## src/rtl/alu_share_arbiter.sv

```systemverilog
// alu_share_arbiter: round-robin arbiter sharing one combinational 64-bit ALU between two requesters
// Ports:
//   clk, rst                  rising-edge clock, asynchronous active-high reset
//   i_reqN_valid/o_reqN_ready request handshake for requester N (0 = execute, 1 = branch/AGU)
//   i_reqN_op/_a/_b/_tag      opcode, operands and opaque tag of request N
//   o_rspN_valid/i_rspN_ready single-entry response buffer handshake for requester N
//   o_rspN_result/_tag/_err   captured result, returned tag, illegal-opcode flag
//   o_alu_a/_b/_opcodes       operands and opcode driven to the shared ALU
//   i_alu_result              combinational result from the shared ALU
module alu_share_arbiter #(
    parameter int XLEN  = 64,
    parameter int TAG_W = 5
) (
    input  logic             clk,
    input  logic             rst,
    input  logic             i_req0_valid,
    output logic             o_req0_ready,
    input  logic [3:0]       i_req0_op,
    input  logic [XLEN-1:0]  i_req0_a,
    input  logic [XLEN-1:0]  i_req0_b,
    input  logic [TAG_W-1:0] i_req0_tag,
    input  logic             i_req1_valid,
    output logic             o_req1_ready,
    input  logic [3:0]       i_req1_op,
    input  logic [XLEN-1:0]  i_req1_a,
    input  logic [XLEN-1:0]  i_req1_b,
    input  logic [TAG_W-1:0] i_req1_tag,
    output logic             o_rsp0_valid,
    input  logic             i_rsp0_ready,
    output logic [XLEN-1:0]  o_rsp0_result,
    output logic [TAG_W-1:0] o_rsp0_tag,
    output logic             o_rsp0_err,
    output logic             o_rsp1_valid,
    input  logic             i_rsp1_ready,
    output logic [XLEN-1:0]  o_rsp1_result,
    output logic [TAG_W-1:0] o_rsp1_tag,
    output logic             o_rsp1_err,
    output logic [XLEN-1:0]  o_alu_a,
    output logic [XLEN-1:0]  o_alu_b,
    output logic [3:0]       o_alu_opcodes,
    input  logic [XLEN-1:0]  i_alu_result
);
    logic             w_free0, w_free1, w_elig0, w_elig1, w_gnt0, w_gnt1, w_shift;
    logic [XLEN-1:0]  w_b;
    logic             r_last;
    logic             r_rsp0_valid, r_rsp1_valid, r_rsp0_err, r_rsp1_err;
    logic [XLEN-1:0]  r_rsp0_result, r_rsp1_result;
    logic [TAG_W-1:0] r_rsp0_tag, r_rsp1_tag;

    function automatic logic illegal(input logic [3:0] op);
        return !(op inside {4'b0000, 4'b0001, 4'b0010, 4'b0100, 4'b0110,
                            4'b1000, 4'b1010, 4'b1011, 4'b1100, 4'b1110});
    endfunction

    // A buffer being drained this cycle can accept a new result in the same cycle
    assign w_free0 = !r_rsp0_valid || i_rsp0_ready;
    assign w_free1 = !r_rsp1_valid || i_rsp1_ready;
    assign w_elig0 = i_req0_valid && w_free0;
    assign w_elig1 = i_req1_valid && w_free1;
    // r_last = 1 means requester 1 won most recently, so requester 0 takes the tie
    assign w_gnt0  = w_elig0 && (!w_elig1 || r_last);
    assign w_gnt1  = w_elig1 && (!w_elig0 || !r_last);

    assign o_req0_ready  = w_gnt0;
    assign o_req1_ready  = w_gnt1;
    assign o_alu_opcodes = w_gnt1 ? i_req1_op : w_gnt0 ? i_req0_op : 4'b0000;
    assign o_alu_a       = w_gnt1 ? i_req1_a : w_gnt0 ? i_req0_a : '0;
    assign w_b           = w_gnt1 ? i_req1_b : w_gnt0 ? i_req0_b : '0;
    // RV64 shifts use only the low six bits of the shift amount
    assign w_shift       = o_alu_opcodes inside {4'b0010, 4'b1010, 4'b1011};
    assign o_alu_b       = w_shift ? {{(XLEN-6){1'b0}}, w_b[5:0]} : w_b;

    always_ff @(posedge clk or posedge rst) begin
        if (rst) begin
            r_last        <= 1'b1;
            r_rsp0_valid  <= 1'b0;
            r_rsp0_result <= '0;
            r_rsp0_tag    <= '0;
            r_rsp0_err    <= 1'b0;
            r_rsp1_valid  <= 1'b0;
            r_rsp1_result <= '0;
            r_rsp1_tag    <= '0;
            r_rsp1_err    <= 1'b0;
        end else begin
            if (w_gnt0 || w_gnt1)
                r_last <= w_gnt1;
            if (w_gnt0) begin
                r_rsp0_valid  <= 1'b1;
                r_rsp0_tag    <= i_req0_tag;
                r_rsp0_err    <= illegal(i_req0_op);
                r_rsp0_result <= illegal(i_req0_op) ? '0 : i_alu_result;
            end else if (i_rsp0_ready) begin
                r_rsp0_valid  <= 1'b0;
            end
            if (w_gnt1) begin
                r_rsp1_valid  <= 1'b1;
                r_rsp1_tag    <= i_req1_tag;
                r_rsp1_err    <= illegal(i_req1_op);
                r_rsp1_result <= illegal(i_req1_op) ? '0 : i_alu_result;
            end else if (i_rsp1_ready) begin
                r_rsp1_valid  <= 1'b0;
            end
        end
    end

    assign o_rsp0_valid  = r_rsp0_valid;
    assign o_rsp0_result = r_rsp0_result;
    assign o_rsp0_tag    = r_rsp0_tag;
    assign o_rsp0_err    = r_rsp0_err;
    assign o_rsp1_valid  = r_rsp1_valid;
    assign o_rsp1_result = r_rsp1_result;
    assign o_rsp1_tag    = r_rsp1_tag;
    assign o_rsp1_err    = r_rsp1_err;
endmodule

```

## config.mk

```make
export PLATFORM = sky130hd
export DESIGN_NAME = alu_share_arbiter
export DESIGN_NICKNAME = d
export VERILOG_FILES = /design/src/rtl/alu_share_arbiter.sv
export SDC_FILE = /design/constraint.sdc
export NUM_CORES = 1
export LEC_CHECK = 0
export CAP_MARGIN = 25
export CORE_AREA = 2 2 244 246
export DETAILED_ROUTE_END_ITERATION = 12
export DIE_AREA = 0 0 246 248
export GPL_TIMING_DRIVEN = 0
export HOLD_SLACK_MARGIN = 0.15
export SLEW_MARGIN = 20
export SYNTH_ARGS = -nofsm -noshare
export SYNTH_HDL_FRONTEND = slang
export SYNTH_SLANG_ARGS = --single-unit
```

## constraint.sdc

```tcl
create_clock -name clk -period 5.46 [get_ports clk]
set_input_delay 0.546 -clock clk [delete_from_list [all_inputs] [get_ports clk]]
set_output_delay 0.546 -clock clk [all_outputs]
set_load 0.02 [all_outputs]
```

# Word-level counts from Yosys, hierarchy flattened
# Cells that the tools add are included.
# classes
reduce_logical	23
n_mux	13
eq_ne	21
# ops
cell	count
64-bit two-way mux	7
4-bit equality test (second input constant)	12
10-bit nonzero test	2
4-bit by 3-bit equality test with 1-bit output (second input constant)	4
4-bit by 2-bit equality test with 1-bit output (second input constant)	3
4-bit by 1-bit equality test with 1-bit output (second input constant)	2
4-bit logical NOT	2
4-bit two-way mux	2
1-bit logical NOT	7
1-bit logical OR	5
1-bit logical AND	4
1-bit two-way mux	4
2-bit nonzero test	2
3-bit nonzero test	1
# totals
inputBits	344
out_inout_bits	276
wordCells	66
reg_bits	143

# Longest topological paths before layout
# Gate-level depths: netlist of the first run.
# depth
word_depth	11
depth_mapped	10

# Least setup slack after synthesis of the first run
# OpenSTA, ideal clock, no wires.
# synth_path
kind	input-to-output
from	input i_rsp0_ready
to	output o_alu_b[43]
n_path_buf	3
path_slack_ns	2.777
arrival_ns	2.137
cell_stages	9
path_cell_list	nand2b_1 -> a31o_1 -> buf_2 -> inv_2 -> a22o_1 -> a211oi_2 -> buf_4 -> buf_6 -> nor2_1
# synth_via
elab_chain_len	9
elab_cells_between_ends	15
cone_classes	eq/ne: 3; mux: 5; reduce/logical: 7
# synth_lines
element	line_no	source
from (decl)	29	input logic i_rsp0_ready,
1-bit logical OR *	56	assign w_free0 = !r_rsp0_valid || i_rsp0_ready;
1-bit logical AND *	58	assign w_elig0 = i_req0_valid && w_free0;
1-bit logical NOT	62	assign w_gnt1 = w_elig1 && (!w_elig0 || !r_last);
1-bit logical OR	62	
1-bit logical AND	62	
4-bit two-way mux *	66	assign o_alu_opcodes = w_gnt1 ? i_req1_op : w_gnt0 ? i_req0_op : 4'b0000;
via o_alu_opcodes[0]	40	output logic [3:0] o_alu_opcodes,
4-bit by 2-bit equality test with 1-bit output or 4-bit equality test (tied branches)	70	assign w_shift = o_alu_opcodes inside {4'b0010, 4'b1010, 4'b1011};
3-bit nonzero test *	70	
64-bit two-way mux *	71	assign o_alu_b = w_shift ? {{(XLEN-6){1'b0}}, w_b[5:0]} : w_b;
to (decl)	39	output logic [XLEN-1:0] o_alu_b,
# The timed path passes the listed nets; every way through them passes the cells marked *.

# Worst setup path after layout of the first run
# layout_path
from	input i_rsp0_ready
to	output o_alu_a[24]
# layout_via
elab_chain_len	6
elab_cells_between_ends	8
cone_classes	mux: 2; reduce/logical: 6
# layout_lines
element	line_no	source
1-bit logical OR *	56	
1-bit logical AND *	58	
1-bit logical NOT	62	
1-bit logical OR	62	
1-bit logical AND	62	
64-bit two-way mux *	67	assign o_alu_a = w_gnt1 ? i_req1_a : w_gnt0 ? i_req0_a : '0;
to (decl)	38	output logic [XLEN-1:0] o_alu_a,
# Every way passes the cells marked *; elsewhere a longest branch is shown, timed or not.

==> impl_results.md, run 1 <==
- Post-DP HPWL: 43800 um
- Max-cap viol count: 0
- Mapped Cells: about 580
- Syn. warnings: 0
- FF-to-FF setup slack: 2.86 ns
- R2R Path Start: o_rsp0_valid$_DFFE_PP0P_
- Critical path depth: 11
- Slew Viols, Final: 0
- Placed cell areas: roughly 14000 um^2
- Sequential area share after synthesis: 54.6%
- Nets: roughly 1600
- Total negative slack: 0 ns
- Hold Buf Count CTS: 0
- Lkg Pwr: approximately 6 nW
- Tot GR Track Use: 15.7%
- Share of the synthesized area in the top cell type: approximately 54%
- Length in cells of the worst reg-to-reg path: 9
- Status: finished, final reports clean
- Arr. time, crit path: roughly 3.8 ns
- Worst slew pin tran: between 0.8 and 0.9 ns
- Largest cells by area after synthesis: dfrtp_1 (54%), a22o_1 (27%), a22oi_1 (6.9%)
- CTS tree: done
- Io pins: a little over 600
- Final instance area: about 14000 um^2
- # clock sinks: ~140
- Share of cells above drive strength 1: 5.51%
- CP bufs+invs: 7
- RSZ-0062 raised after global routing: no
- Critical path required time: 4.91 ns
- Slew HR: ~45%
- Vias in the first global route: 8343
- HP Class: register to register
- Average size of a mapped cell: approximately 11 um^2
- Detailed router's first-iteration violation count: 402
- Drt via density: roughly 4.0
- GPL Wtd Cong: around 0.95
- Die Y: 248 um
- CP peak stage delay: ~0.79 ns
- CTS max path bufs: 2
- Tcrit/Tclk final: 80.3%
- Tot Pwr: 4.99 mW
- #FFs+latches synth: roughly 140
- Initial Util: approximately 11%
- Post-CTS Setup Bufs: 0
- Worst setup SP type: input port
- Mapped cell area: approximately 6600 um^2
- Routed wire length per instance: ~25 um
- CTS H-Tree Depth: 4
- Worst-path clk slew: ~0.070 ns
- IO Port Bufs: roughly 620
- Maximum fanout along the worst path: 10
- Final min period: 4.38 ns
- Initial antenna violation count: 37
- First-pass GRT wire length: about 66000 um
- Min Hold Slack: about 0.48 ns
- Setup CP Type: input port to output pin
- CTS Buf Count: 17
- CP endpoint kind: output pin
- Worst Setup SP: i_rsp0_ready
- Critical Path Most Common Cell: buf_2
- Finished Layout Cells: slightly above 2000
- Clock Latency Late Sink: between 0.4 and 0.5 ns
- PwrDens: between 300 and 400 nW/um^2
- P&R area growth vs syn: 119%
- Max Freq: roughly 0.23 GHz
- Die X: about 250 um
- R2R Path End: o_rsp0_result[0]$_DFFE_PP0N_
- Crit-path leading delay family: buffers and inverters
- GR Overflow Total: 0
- Placed Cells: 1976
- Post-synth top area cell: dfrtp_1
- Vias: ~8100
- Pre-antenna DRT Iters: 5
- Slowest CP cell: clkdlybuf4s50_1
- Max IR drop VDD: 0.000214 V
- Skew final: between 0.01 and 0.015 ns
- Pin count of the biggest net entering global routing: just under 100
- # rows: 89
- Final-report setup violation count: 0
- Root Driver: clkbuf_16
- DIE AREA: between 60000 and 70000 um^2
- PostCTS Resize Cnt: 0
- DRT Wirelength: around 50000 um
- Hold Violations, Final: 0
- Critical-path cell list: clkdlybuf4s50_1, nand2b_1, nand2_1, o21bai_1, buf_2, inv_2, buf_2, buf_2, clkbuf_1, a22o_1, clkdlybuf4s50_1
- Core area: between 50000 and 60000 um^2
- Detail Route Antenna Nets: 0
- Distinct cells, synth: 20
- Setup crit end: o_alu_a[24]
- Drt drc: 0
- Syn_nets: between 900 and 1000
worst min-delay path by stage:
stage                                    from                        end  slack [ns]  cells past startpoint
floorplan                  r_last$_DFFE_PP1P_         r_last$_DFFE_PP1P_        0.47                      2
finish              o_rsp1_tag[4]$_DFFE_PP0P_  o_rsp1_tag[4]$_DFFE_PP0P_        0.48                      2
detailed placement  o_rsp1_tag[2]$_DFFE_PP0P_  o_rsp1_tag[2]$_DFFE_PP0P_        0.46                      2
CTS                 o_rsp1_tag[2]$_DFFE_PP0P_  o_rsp1_tag[2]$_DFFE_PP0P_        0.48                      2
global placement    o_rsp1_tag[2]$_DFFE_PP0P_  o_rsp1_tag[2]$_DFFE_PP0P_        0.47                      2
global route        o_rsp1_tag[2]$_DFFE_PP0P_  o_rsp1_tag[2]$_DFFE_PP0P_        0.49                      2
power breakdown:
part / switching [mW] / internal (mW) / leakage [nW]
Sequential: 0.146 / 1.29 / 1.83
Clock: 0.520 / 0.690 / 0.289
Combinational: 1.20 / 1.14 / 3.75
per-stage QoR:
step	utilization [%]	setup WS [ns]
3_3_place_gp	23.5	-0.861
4_1_cts	24.5	0.964
6_report	24.6	1.08
5_1_grt	24.6	0.842
3_5_place_dp	23.5	0.970
2_1_floorplan	-	1.08
Yosys cell counts:
library cell	number
a22o_1	200
dfrtp_1	142
nor2_1	62
a22oi_1	60
nand2_1	35
clkbuf_1	29
buf_2	28
buf_1	6
inv_1	3
o21ai_0	3
and2_1	2
buf_6	2
inv_2	2
nand2b_1	2
xor2_1	2
a211oi_2	1
a31o_1	1
buf_4	1
dfstp_2	1
o21bai_1	1
final cells by class:
type | count | area [um^2]
multi-input combinational | 369 | 2650
sequential | 143 | 3580
antenna | 6 | 15.0
fill | 6313 | 44100
clock inverter | 14 | 173
buffer | 66 | 302
timing repair buffer | 620 | 6220
tap | 773 | 967
inverter | 5 | 26.3
clock buffer | 17 | 425
routing by layer:
metal  GRT usage [%]  vias up  wire, um
li1                -     3536         -
met1            15.2     3923     16600
met2            29.8      488     26400
met3            5.57      123      4730
met4            7.09       28      2460
met5               0        -       179
sequential cells by signal, indices dropped and copies added, names as in the netlist:
signal and count:
r_last 1, o_rsp1_valid 1, o_rsp0_tag 5, o_rsp1_err 1
o_rsp1_tag 5, o_rsp0_result 64, o_rsp1_result 64, o_rsp0_err 1
o_rsp0_valid 1
worst min-delay path: stages, from the launching register on:
cell	delay, ns
dfrtp_1	0.34
nand2_1	0.05
nand2_1	0.05
kinds of logic (layout without fill, tap and decap cells):
group | count (synthesis) | after routing | synth area share [%]
DFF | 143 | 143 | 54.6
xor gates and xnor gates | 2 | 2 | 0.267
buffers and inverters | 71 | 722 | 4.89
AOI/OAI and AO/OA | 266 | 266 | 34.3
and+or+nand+nor | 101 | 101 | 5.94
other | 0 | 6 | 0
cell usage in the layout, fill, tap and decap left out, types with 3 or more instances in the layout:
| master | instances |
|---|---|
| a22o_1 | 200 |
| a22oi_1 | 60 |
| buf_1 | 6 |
| buf_2 | 28 |
| clkbuf_1 | 29 |
| clkbuf_16 | 17 |
| clkdlybuf4s50_1 | 619 |
| dfrtp_1 | 142 |
| diode_2 | 6 |
| inv_6 | 5 |
| inv_8 | 5 |
| nand2_1 | 35 |
| nor2_1 | 62 |
| o21ai_0 | 3 |
Power figures use the tool's default switching activity.
==> inputs of run 2 (changes only) <==
--- a/config.mk
+++ b/config.mk
@@ -6,9 +6,9 @@
 export NUM_CORES = 1
 export LEC_CHECK = 0
 export CAP_MARGIN = 25
-export CORE_AREA = 2 2 244 246
+export CORE_AREA = 2 2 242 244
 export DETAILED_ROUTE_END_ITERATION = 12
-export DIE_AREA = 0 0 246 248
+export DIE_AREA = 0 0 244 246
 export GPL_TIMING_DRIVEN = 0
 export HOLD_SLACK_MARGIN = 0.15
 export SLEW_MARGIN = 20
==> constraint.sdc (replaced) <==
create_clock -name clk -period 3.7 [get_ports clk]
set_input_delay 0.37 -clock clk [delete_from_list [all_inputs] [get_ports clk]]
set_output_delay 0.37 -clock clk [all_outputs]
set_load 0.02 [all_outputs]
==> impl_results.md, run 2 (synthesized netlist as in run 1, its figures left out) <==
- Status: finished, final reports clean
- CTS max path bufs: 2 (unchanged)
- Register area: 3580 um^2 (unchanged)
- GR Overflow Total: 0 (unchanged)
- FF-to-FF setup slack: 1.23 ns (-1.63 ns)
- Detail Route Antenna Nets: 0 (unchanged)
- Commonest non-fill, non-tap cell in the layout: clkdlybuf4s50_1
- CTS H-Tree Depth: 4 (unchanged)
- Pre-antenna DRT Iters: 5 (unchanged)
- Drt drc: 0 (unchanged)
- Slew Viols, Final: 0 (unchanged)
- Max IR drop VDD: 0.000363 V (+69%)
- Arr. time, crit path: 3.19 ns (-0.65 ns)
- Commonest non-fill, non-tap cells in the layout: clkdlybuf4s50_1 (594), a22o_1 (200), dfrtp_1 (142), nor2_1 (62), a22oi_1 (58)
- Initial antenna violation count: 20 (-46%)
- Tot GR Track Use: 15.7% (-0.067 points)
- CTS tree: done
- # rows: 88 (-1.1%)
- Hold Violations, Final: 0 (unchanged)
- IO Port Bufs: 619 (unchanged)
- Die Y: 246 um (-0.81%)
- Root Driver: clkbuf_16
- Post-DP HPWL: 42400 um (-3.1%)
- Lkg Pwr: 6.18 nW (+5.4%)
- DRT Wirelength: 49100 um (-2.5%)
- Core area: 57400 um^2 (-1.9%)
- Initial Util: 11.4% (+0.21 points)
- Pin count of the biggest net entering global routing: 34 (-65%)
- Vias: 8101 (+0.037%)
- Final min period: between 3 and 4 ns
- Slew HR: 38.2% (-6.5 points)
- Drt via density: 4.02 (about the same)
- Nets: 1571 (+0.32%)
- Skew final: 0.00894 ns (-0.00276 ns)
- Share of cells above drive strength 1: 7.26% (+1.7 points)
- HP Class: input port to async pin
- # clock sinks: 143 (unchanged)
- RSZ-0062 raised after global routing: no
- FILL cells: 6126 (-3.0%)
- Clock Latency Late Sink: 0.43 ns (about the same)
- P&R area growth vs syn: 122%
- Max Freq: ~0.28 GHz
- Maximum fanout along the worst path: 10 (unchanged)
- First-pass GRT wire length: 65400 um (-0.94%)
- GPL Wtd Cong: 0.964 (+1.4%)
- Final instance area: 14600 um^2 (+1.4%)
- CP endpoint kind: output pin
- Tcrit/Tclk final: between 90% and 100%
- Critical path required time: 3.33 ns (-1.58 ns)
- DIE AREA: 60000 um^2 (-1.6%)
- PwrDens: 510 nW/um^2 (+47%)
- Die X: 244 um (-0.81%)
- Worst setup SP type: input port
- Worst-path clk slew: 0.07 ns (about the same)
- Vias in the first global route: 8312 (-0.37%)
- Final setup margin: 0.138 ns (-0.938 ns)
- Routed wire length per instance: 24.4 um (-2.6%)
- Io pins: 620 (unchanged)
- Detailed router's first-iteration violation count: 362 (-10%)
- CTS Buf Count: 17 (unchanged)
- Setup CP Type: input port to output pin
- Max-cap viol count: 0 (unchanged)
- Final-report setup violation count: 0 (unchanged)
- Multi-input gate area: 2670 um^2 (+0.66%)
- Worst slew pin tran: 0.927 ns (+0.0982 ns)
- Placed cell areas: 13800 um^2 (+0.54%)
- Pre-CTS WS: -0.639 ns (-1.61 ns)
==> run 2: cell count changes in the layout (fill, tap and decap cells not counted), moves of 5 or more <==
cell and delta:
buf_1 -5, clkbuf_1 -9, clkbuf_2 +10, clkdlybuf4s50_1 -25, dlygate4sd2_1 +12, dlymetal6s2s_1 +13
==> run 2: path summary, 6_finish.rpt <==
kind	start	end	cells past startpoint
worst max-delay path	i_rsp1_ready	o_alu_a[8]	10
worst min-delay path	rst	o_rsp0_result[54]$_DFFE_PP0N_	2
worst max register to register	o_rsp0_valid$_DFFE_PP0P_	o_rsp0_result[7]$_DFFE_PP0N_	9
worst min register to register	o_rsp1_tag[1]$_DFFE_PP0P_	o_rsp1_tag[1]$_DFFE_PP0P_	2
max in group asynchronous	rst	o_rsp1_result[11]$_DFFE_PP0P_	5
min in group clk	i_req1_tag[1]	o_rsp1_tag[1]$_DFFE_PP0P_	3
==> run 2: cell type report <==
| class | instances | share of cell area (%) |
|---|---|---|
| Antenna cell | 10 | 0.172 |
| Buffer | 66 | 2.38 |
| Clock buffer | 18 | 3.02 |
| Clock inverter | 14 | 1.18 |
| Inverter | 5 | 0.155 |
| Multi-Input combinational cell | 369 | 18.3 |
| Sequential cell | 143 | 24.6 |
| Tap cell | 765 | 6.57 |
| Timing Repair Buffer | 625 | 43.6 |
==> run 2: critical path: stages <==
cell	delay, ns
clkdlybuf4s50_1	0.46
nand2b_1	0.13
nand2_1	0.10
a31o_1	0.20
buf_4	0.18
inv_2	0.12
buf_6	0.24
clkbuf_1	0.44
a22o_1	0.29
clkdlybuf4s50_1	0.63
==> run 2: what timing repair did <==
action                     in CTS  in global routing
hold buffers                    0                  0
setup endpoints to repair     128                 38
buffers inserted                1                  0
pin swaps                       1                  0
gates resized for setup        30                 27
==> run 2: power breakdown <==
part           internal [mW]  total (mW)  leakage [nW]  switching, mW
Sequential              1.91        2.12          1.83          0.214
Combinational           1.70        3.48          4.06           1.79
Clock                   1.04        1.81         0.291          0.773
==> run 2: per-layer routing <==
metal	wire length [um]	GRT usage [%]	vias up
li1	-	-	3551
met1	16500	15.2	4003
met2	25800	29.3	447
met3	4770	6.60	78
met4	1890	6.01	22
met5	143	0	-
==> run 2: metrics by stage <==
stage | std cells | hold slack, ns | total power [mW] | util (%) | setup TNS, ns
floorplan | 583 | 0.471 | 3.62 | - | 0
global placement | 1967 | 0.464 | 5.62 | 23.9 | -34.03
detailed placement | 1972 | 0.462 | 5.66 | 24.1 | -41.17
CTS | 2005 | 0.295 | 7.52 | 25.3 | 0
global route | 2007 | 0.306 | 7.75 | 25.3 | 0
finish | 2015 | 0.311 | 7.42 | 25.4 | 0
==> inputs of run 3 (changes only) <==
==> constraint.sdc (replaced) <==
create_clock -name clk -period 3.7 [get_ports clk]
set_input_delay 0.925 -clock clk [delete_from_list [all_inputs] [get_ports clk]]
set_output_delay 0.925 -clock clk [all_outputs]
set_load 0.02 [all_outputs]
==> impl_results.md, run 3 (synthesized netlist as in run 1, its figures left out) <==
- Status: finished, violations left
- Failing checks: setup timing
- Vias in the first global route: 8458 (+1.8%)
- Commonest non-fill, non-tap cell in the layout: clkdlybuf4s50_1
- Tcrit/Tclk final: 101% (+4.5 points)
- CTS Buf Count: 17 (unchanged)
- Register area: 3580 um^2 (unchanged)
- Drt via density: 4.05 (+0.66%)
- Root Driver: clkbuf_16
- Slew Viols, Final: 0 (unchanged)
- Final min period: 3.73 ns (+0.168 ns)
- Max IR drop VDD: 0.000362 V (-0.17%)
- Maximum fanout along the worst path: 5 (-5)
- Detailed router's first-iteration violation count: 353 (-2.5%)
- Hold Buf Count CTS: 0 (unchanged)
- Nets: 1586 (+0.95%)
- DRT Wirelength: 50500 um (+2.9%)
- Tot Pwr: 7.60 mW (+2.4%)
- Share of cells above drive strength 1: 19.8% (+13 points)
- Pre-antenna DRT Iters: 5 (unchanged)
- Initial antenna violation count: 19 (-5.0%)
- Die X: 244 um (unchanged)
- GR Overflow Total: 0 (unchanged)
- Critical path required time: 2.77 ns (-0.56 ns)
- CTS H-Tree Depth: 4 (unchanged)
- # rows: 88 (unchanged)
- Setup CP Type: input port to output pin
- Routing usage on met1: 15.3% (+0.12 points)
- Clock Latency Late Sink: 0.43 ns (about the same)
- WHS Path Cells: 2
- Drt drc: 0 (unchanged)
- CTS tree: done
- Vias: 8195 (+1.2%)
- P&R area growth vs syn: 130%
- Length in cells of the worst reg-to-reg path: 9 (unchanged)
- Io pins: 620 (unchanged)
- Commonest non-fill, non-tap cells in the layout: clkdlybuf4s50_1 (487), a22o_1 (199), dfrtp_1 (142), a22oi_1 (55), buf_6 (43)
- Placed Cells: 1972 (unchanged)
- # clock sinks: 143 (unchanged)
- Pin count of the biggest net entering global routing: 34 (unchanged)
- Most Used Layer, Global Route: met2
- Arr. time, crit path: 2.80 ns (-0.39 ns)
- Routed wire length per instance: 25.0 um (+2.4%)
- IO Port Bufs: 619 (unchanged)
- Slew HR: 35.9% (-2.3 points)
- Die Y: 246 um (unchanged)
- Worst slew pin tran: 0.962 ns (+0.0349 ns)
- Max-cap viol count: 0 (unchanged)
- Multi-input gate area: 2890 um^2 (+8.4%)
- RSZ-0062 raised after global routing: yes
- Global-route met3 utilization: 6.74% (+0.14 points)
- FILL cells: 6126 (unchanged)
- Final-report setup violation count: 12 (+12)
- Max Freq: 0.268 GHz (-4.5%)
- Worst setup SP type: input port
- CTS max path bufs: 2 (unchanged)
- PwrDens: 505 nW/um^2 (-1.0%)
- Hold Violations, Final: 0 (unchanged)
- HP Class: register to register
- Lkg Pwr: 6.37 nW (+3.1%)
- CP endpoint kind: output pin
- Skew final: 0.00789 ns (-0.00105 ns)
- Finished Layout Cells: 2025 (+0.50%)
- Core area: 57400 um^2 (unchanged)
- First-pass GRT wire length: 66800 um (+2.1%)
- GPL Wtd Cong: 0.964 (unchanged)
- FF-to-FF setup slack: 1.38 ns (+0.15 ns)
- Detail Route Antenna Nets: 0 (unchanged)
- Worst-path clk slew: 0.07 ns (about the same)
- DIE AREA: 60000 um^2 (unchanged)
- Final setup margin: -0.0294 ns (-0.168 ns)
- Initial Util: 11.4% (unchanged)
- Grt met2 use: 30.3% (+0.93 points)
- Tot GR Track Use: 16.0% (+0.36 points)
- Post-DP HPWL: 42400 um (unchanged)
run 3: cell types whose count changed in the layout (fill, tap and decap cells not counted), sizes merged:
cell,before,now
clkdlybuf4s15,0,40
clkbuf,50,49
dlygate4sd2,12,29
clkdlybuf4s50,594,487
dlymetal6s2s,13,0
diode,10,5
buf,40,119
run 3: final timing paths:
check                                           from                             to
hold / removal             o_rsp1_tag[1]$_DFFE_PP0P_      o_rsp1_tag[1]$_DFFE_PP0P_
min in group asynchronous                        rst  o_rsp0_result[54]$_DFFE_PP0N_
hold reg to reg            o_rsp1_tag[1]$_DFFE_PP0P_      o_rsp1_tag[1]$_DFFE_PP0P_
setup / recovery                        i_rsp1_ready                    o_alu_b[50]
max in group asynchronous                        rst  o_rsp1_result[11]$_DFFE_PP0P_
setup reg to reg            o_rsp0_valid$_DFFE_PP0P_   o_rsp0_result[7]$_DFFE_PP0N_
run 3: area by class of cell:
type / instances / share of cell area, %
Clock buffer: 18 / 2.92
Clock inverter: 14 / 1.14
Sequential cell: 143 / 23.8
Inverter: 5 / 0.216
Timing Repair Buffer: 643 / 43.5
Tap cell: 765 / 6.36
Antenna cell: 5 / 0.0831
Multi-Input combinational cell: 369 / 19.2
Buffer: 63 / 2.79
run 3: critical path: stages:
cell and delay [ns]:
buf_6 0.09, nand2b_4 0.15, nand2_4 0.07, a31o_1 0.11
buf_6 0.14, inv_6 0.05, a22o_4 0.27, a211oi_4 0.27
buf_12 0.17, buf_12 0.12, buf_12 0.10, buf_12 0.14
nor2_4 0.04, buf_6 0.13
run 3: where the power goes:
part | total [mW] | leakage, nW | switching [mW] | internal (mW)
Combinational | 3.66 | 4.25 | 1.89 | 1.77
Sequential | 2.13 | 1.83 | 0.216 | 1.91
Clock | 1.81 | 0.291 | 0.776 | 1.04
run 3: what timing repair did:
item,4_1_cts,5_1_grt
setup endpoints to repair,134,63
buffers inserted,15,1
gates resized for setup,526,97
cloned,3,2
pin swaps,12,12
endpoints found under the hold margin,0,0
run 3: metrics by stage:
| stage | hold WS [ns] | TNS (ns) | util, % | instance area [um^2] | setup WS [ns] |
|---|---|---|---|---|---|
| floorplan | 0.471 | 0 | - | 6560 | 0.259 |
| global placement | 0.464 | -217.51 | 23.9 | 13700 | -1.70 |
| detailed placement | 0.462 | -187.42 | 24.1 | 13800 | -1.75 |
| CTS | 0.479 | -0.833 | 25.8 | 14800 | -0.0831 |
| global route | 0.506 | -1.77 | 26.2 | 15000 | -0.0936 |
| finish | 0.486 | -0.220 | 26.3 | 15100 | -0.0294 |
run 3: layer usage:
metal	routed length, um	up-vias	part of all wire [%]
li1	-	3581	-
met1	16700	4064	33
met2	27100	452	54
met3	4760	76	9.4
met4	1890	22	3.7
met5	138	-	0.27
